==> config.mk <==
export PLATFORM = sky130hd
export DESIGN_NAME = counter_bank
export DESIGN_NICKNAME = d
export VERILOG_FILES = /design/src/rtl/counter_bank.sv
export SDC_FILE = /design/constraint.sdc
export NUM_CORES = 1
export LEC_CHECK = 0
export CORE_ASPECT_RATIO = 1.25
export CORE_MARGIN = 2
export CORE_UTILIZATION = 48
export CTS_BUF_LIST = sky130_fd_sc_hd__clkbuf_8
export CTS_CLUSTER_DIAMETER = 60
export DETAILED_ROUTE_END_ITERATION = 8
export GPL_TIMING_DRIVEN = 0
export PLACE_DENSITY = 0.83
export SLEW_MARGIN = 0
export SYNTH_ARGS = -nofsm -noshare
export SYNTH_HDL_FRONTEND = slang
export SYNTH_SLANG_ARGS = --single-unit
==> constraint.sdc <==
create_clock -name clk -period 2 [get_ports clk]
set_input_delay 0.2 -clock clk [delete_from_list [all_inputs] [get_ports clk]]
set_output_delay 0.2 -clock clk [all_outputs]
set_load 0.005 [all_outputs]
==> src/rtl/counter_bank.sv <==
// Bank of CHANNELS saturating-limit counters that wrap to 0 after LIMIT, with load and clear.
// Define COUNTER_BANK_CASCADE_EN to chain channels into one mixed-radix (LIMIT+1) counter.
module counter_bank_lane #(
  parameter int WIDTH = 5,
  parameter int LIMIT = 24
) (
  input  logic             clk,
  input  logic             rst_n,
  input  logic             clear,
  input  logic             load,
  input  logic             inc,
  input  logic [WIDTH-1:0] ld_val,
  output logic [WIDTH-1:0] cnt,
  output logic [WIDTH-1:0] cnt_nxt,
  output logic             wrap
);
  localparam logic [WIDTH-1:0] LIM = WIDTH'(LIMIT);

  logic wrap_nxt;

  always_comb begin
    cnt_nxt  = cnt;
    wrap_nxt = 1'b0;
    if (clear) begin
      cnt_nxt = '0;
    end else if (load) begin
      cnt_nxt = (ld_val > LIM) ? LIM : ld_val;
    end else if (inc) begin
      if (cnt == LIM) begin
        cnt_nxt  = '0;
        wrap_nxt = 1'b1;
      end else begin
        cnt_nxt = cnt + 1'b1;
      end
    end
  end

  always_ff @(posedge clk or negedge rst_n) begin
    if (!rst_n) begin
      cnt  <= '0;
      wrap <= 1'b0;
    end else begin
      cnt  <= cnt_nxt;
      wrap <= wrap_nxt;
    end
  end
endmodule

module counter_bank #(
  parameter int WIDTH    = 5,
  parameter int CHANNELS = 4,
  parameter int LIMIT    = 24
) (
  input  logic                      clk,
  input  logic                      rst_n,
  input  logic                      clear,
  input  logic [CHANNELS-1:0]       en,
  input  logic [CHANNELS-1:0]       load,
  input  logic [CHANNELS*WIDTH-1:0] load_data,
  output logic [CHANNELS*WIDTH-1:0] count_out,
  output logic [CHANNELS-1:0]       wrap,
  output logic                      all_done
);
  localparam logic [WIDTH-1:0] LIM = WIDTH'(LIMIT);

  logic [CHANNELS-1:0][WIDTH-1:0] cnt, cnt_nxt, ld_val;
  logic [CHANNELS-1:0]            inc_ev, nxt_lim;

  assign ld_val    = load_data;
  assign count_out = cnt;

`ifdef COUNTER_BANK_CASCADE_EN
  // Carry ripples combinationally: a lane carries only if it actually wraps this edge.
  logic carry;
  always_comb begin
    inc_ev = '0;
    carry  = 1'b1;
    for (int i = 0; i < CHANNELS; i++) begin
      inc_ev[i] = en[i] & carry;
      carry     = inc_ev[i] & (cnt[i] == LIM) & ~load[i] & ~clear;
    end
  end
`else
  assign inc_ev = en;
`endif

  for (genvar g = 0; g < CHANNELS; g++) begin : g_lane
    counter_bank_lane #(.WIDTH(WIDTH), .LIMIT(LIMIT)) u_lane (
      .clk    (clk),
      .rst_n  (rst_n),
      .clear  (clear),
      .load   (load[g]),
      .inc    (inc_ev[g]),
      .ld_val (ld_val[g]),
      .cnt    (cnt[g]),
      .cnt_nxt(cnt_nxt[g]),
      .wrap   (wrap[g])
    );
    assign nxt_lim[g] = (cnt_nxt[g] == LIM);
  end

  always_ff @(posedge clk or negedge rst_n) begin
    if (!rst_n) all_done <= 1'b0;
    else        all_done <= &nxt_lim;
  end
endmodule

==> impl_results.md <==
- Seq/Total Area, Yosys: 36.36%
- Antenna violations before repair: 0
- Total GRT Usage: 22.61%
- R2r setup slk: 0.06 ns
- Maximum clock rate: 0.5161 GHz
- Max FO, Critical Path: 4
- Initial Util: 49.82%
- Die Width: 57.55 um
- Final core occ: 70.43%
- Slew Limit Headroom: 24.82%
- Critical Path AT: 2.09 ns
- Critical path cell sequence: inv_1 > ha_2 > and3b_1 > and3_4 > or4_4 > nand2_4 > nor4b_2 > and4_1
- Post-cts hold buffer count: 0
- Netlist cell types: 50
- Post-synthesis cell area: 0.001720 mm2
- Via count: 1660
- Clock Sink Count: 25
- Final min period: 1.938 ns
- RD Place Congestion: 0.8762
- Maximum VDD drop: 0.3790 mV
- Clock Latency Late Sink: 0.26 ns
- Drt drc: 0
- Fin crit share: 96.88%
- Worst-margin pin slew: 1.124 ns
- Delay-heaviest family, CP: simple AND/OR/NAND/NOR gates
- Commonest non-fill, non-tap cell in the layout: clkdlybuf4s50_1
- CTS Buffer Depth: 2
- Yosys reg bits: 25
- # H-tree levels: 1
- Lkg Pwr: 0.001013 uW
- Post-synthesis async set-or-reset flop share: 100.0%
- DP Wirelength: 3292 um
- CTS tree: built
- Post-Layout Cell Count: 285
- # IOs: 56
- CP endpoint kind: register
- DRT Pass-1 Iters: 4
- First-pass GRT wire length: 7445 um
- Critical Path RT: 2.16 ns
- Number of buffers and inverters on the critical path: 1
- Syn_area_per_cell: 9.200 um2
- Wire per inst: 15.81 um
- Post-placement cell count: 277
- Root Driver: clkbuf_8
- Drt initial violations: 83
- Mapped Cells: 187
- Num rows: 24
- Fin. Hold Viols: 0
- Die Y: 70.94 um
- Crit path max-delay cell type: or4_4
- Vias in the first global route: 1688
- Synth area leaders: dfrtp_1, ha_1, nand2_1
- Area growth syn-to-layout: 41.38%
- Synth Flop Type: dfrtp_1
- Hold Path Class: in -> reg
- Congestion Overflow GR: 0
- Syn nets: 226
- Area of the die: 0.004082 mm2
- Total CTS buffers: 3
- Vias per inst: 5.825
- Status: complete, no violations
- Layout cell share with drive strength beyond 1: 17.89%
- Largest net degree at the start of global routing: 26
- Critical path startpoint category: register
- Final setup vio count: 0
- Antenna-violating nets left: 0
- Final Skew: 0.002290 ns
- Core ar.: 0.003453 mm2
- Top cell type's share of synthesized area: 36.36%
- Most frequent cells in the layout: clkdlybuf4s50_1, dfrtp_1, nand2_1, inv_1, buf_4
- Crit path kind: reg -> reg
- YS warnings: 0
- # nets final: 286
- Max-Cap Viols: 0
- Slew Viols, Final: 0
- Port Buffer Count: 51
- Reg clk slew, reported paths: 0.08 ns
- Post-synth top area cell: dfrtp_1
- Post-Route WL: 4505 um
- Ant diodes: 0
- P per Cell Area: 495.4 mW/mm2
- Post-synth EDFFs: 0
- CP max stage delay: 0.49 ns
per-stage QoR:
stage               cell area (um2)   TNS, ns  total power, uW  setup WS, ns  hold WS [ns]
global route                   2432  -0.01496             1270      -0.01496        0.1503
floorplan                      1720         0            727.2        0.1604      -0.09559
detailed placement             2280  -0.06996            892.3      -0.06996        0.4236
CTS                            2337         0             1184       0.04284        0.1404
finish                         2432         0             1205       0.06241        0.1474
global placement               2280  -0.03720            885.2      -0.03720        0.4221
final timing paths:
kind	startpoint	end	cells past startpoint
max in group asynchronous	rst_n	g_lane[0].u_lane.cnt[1]$_DFF_PN0_	1
max	g_lane[3].u_lane.cnt[1]$_DFF_PN0_	all_done$_DFF_PN0_	8
min reg2reg	g_lane[0].u_lane.cnt[2]$_DFF_PN0_	g_lane[0].u_lane.wrap$_DFF_PN0_	1
min in group asynchronous	rst_n	g_lane[3].u_lane.cnt[4]$_DFF_PN0_	1
max reg2reg	g_lane[3].u_lane.cnt[1]$_DFF_PN0_	all_done$_DFF_PN0_	8
min	clear	g_lane[2].u_lane.cnt[4]$_DFF_PN0_	2
repair_timing:
| action | CTS | global route |
|---|---|---|
| hold endpoints to repair | 0 | 0 |
| endpoints found under the setup margin | 1 | 1 |
| pin swaps | 0 | 6 |
| resized for setup | 1 | 20 |
| setup buffers | 1 | 3 |
synth_stat cells, drive strengths merged (2+ instances only):
library cell and count:
o31a 2, inv 17, a32o 3, nand2 20, a21oi 8, and4b 3
ha 8, xnor2 5, o211ai 5, xor2 3, nor2 10, nand3 6
a221oi 6, clkbuf 4, o21ai 6, nor2b 8, nor3b 2, nand4b 3
nor3 5, a31oi 2, o31ai 3, and2 2, mux2i 2, dfrtp 25
buf 9, nand4 6
routing by layer:
metal | track usage [%] | routed length, um | up-vias
li1 | - | - | 799
met1 | 27.49 | 1785 | 784
met2 | 39.39 | 2371 | 71
met3 | 3.291 | 268 | 6
met4 | 9.302 | 79 | 0
met5 | 0 | 0 | -
area by class of cell:
type / count / area (um2)
buffer: 13 / 103.9
fill: 266 / 1021
sequential: 25 / 630.6
multi-input combinational: 132 / 999.7
tap: 39 / 48.80
clock buffer: 3 / 41.29
timing repair buffer: 55 / 540.5
inverter: 17 / 63.81
clock inverter: 1 / 3.754
cell families after synthesis:
group	Yosys count	share of synthesized area [%]
AO/OA/AOI/OAI	42	19.13
adder cells (fa/ha/maj)	8	5.818
flip-flops	25	36.36
buffers and inverters	30	9.745
multiplexers	2	1.164
AND/OR/NAND/NOR	72	23.71
XOR/XNOR	8	4.073
flip-flops by register name (all words and copies together), names as in the netlist:
name / flops
all_done: 1
g_lane.u_lane.cnt: 20
g_lane.u_lane.wrap: 4
power breakdown:
part           total, uW  internal, uW  switching (uW)
Sequential           574           533            41.1
Combinational        343           190             153
Clock                288           137             151
No activity file was read; power rests on OpenSTA's default activity.
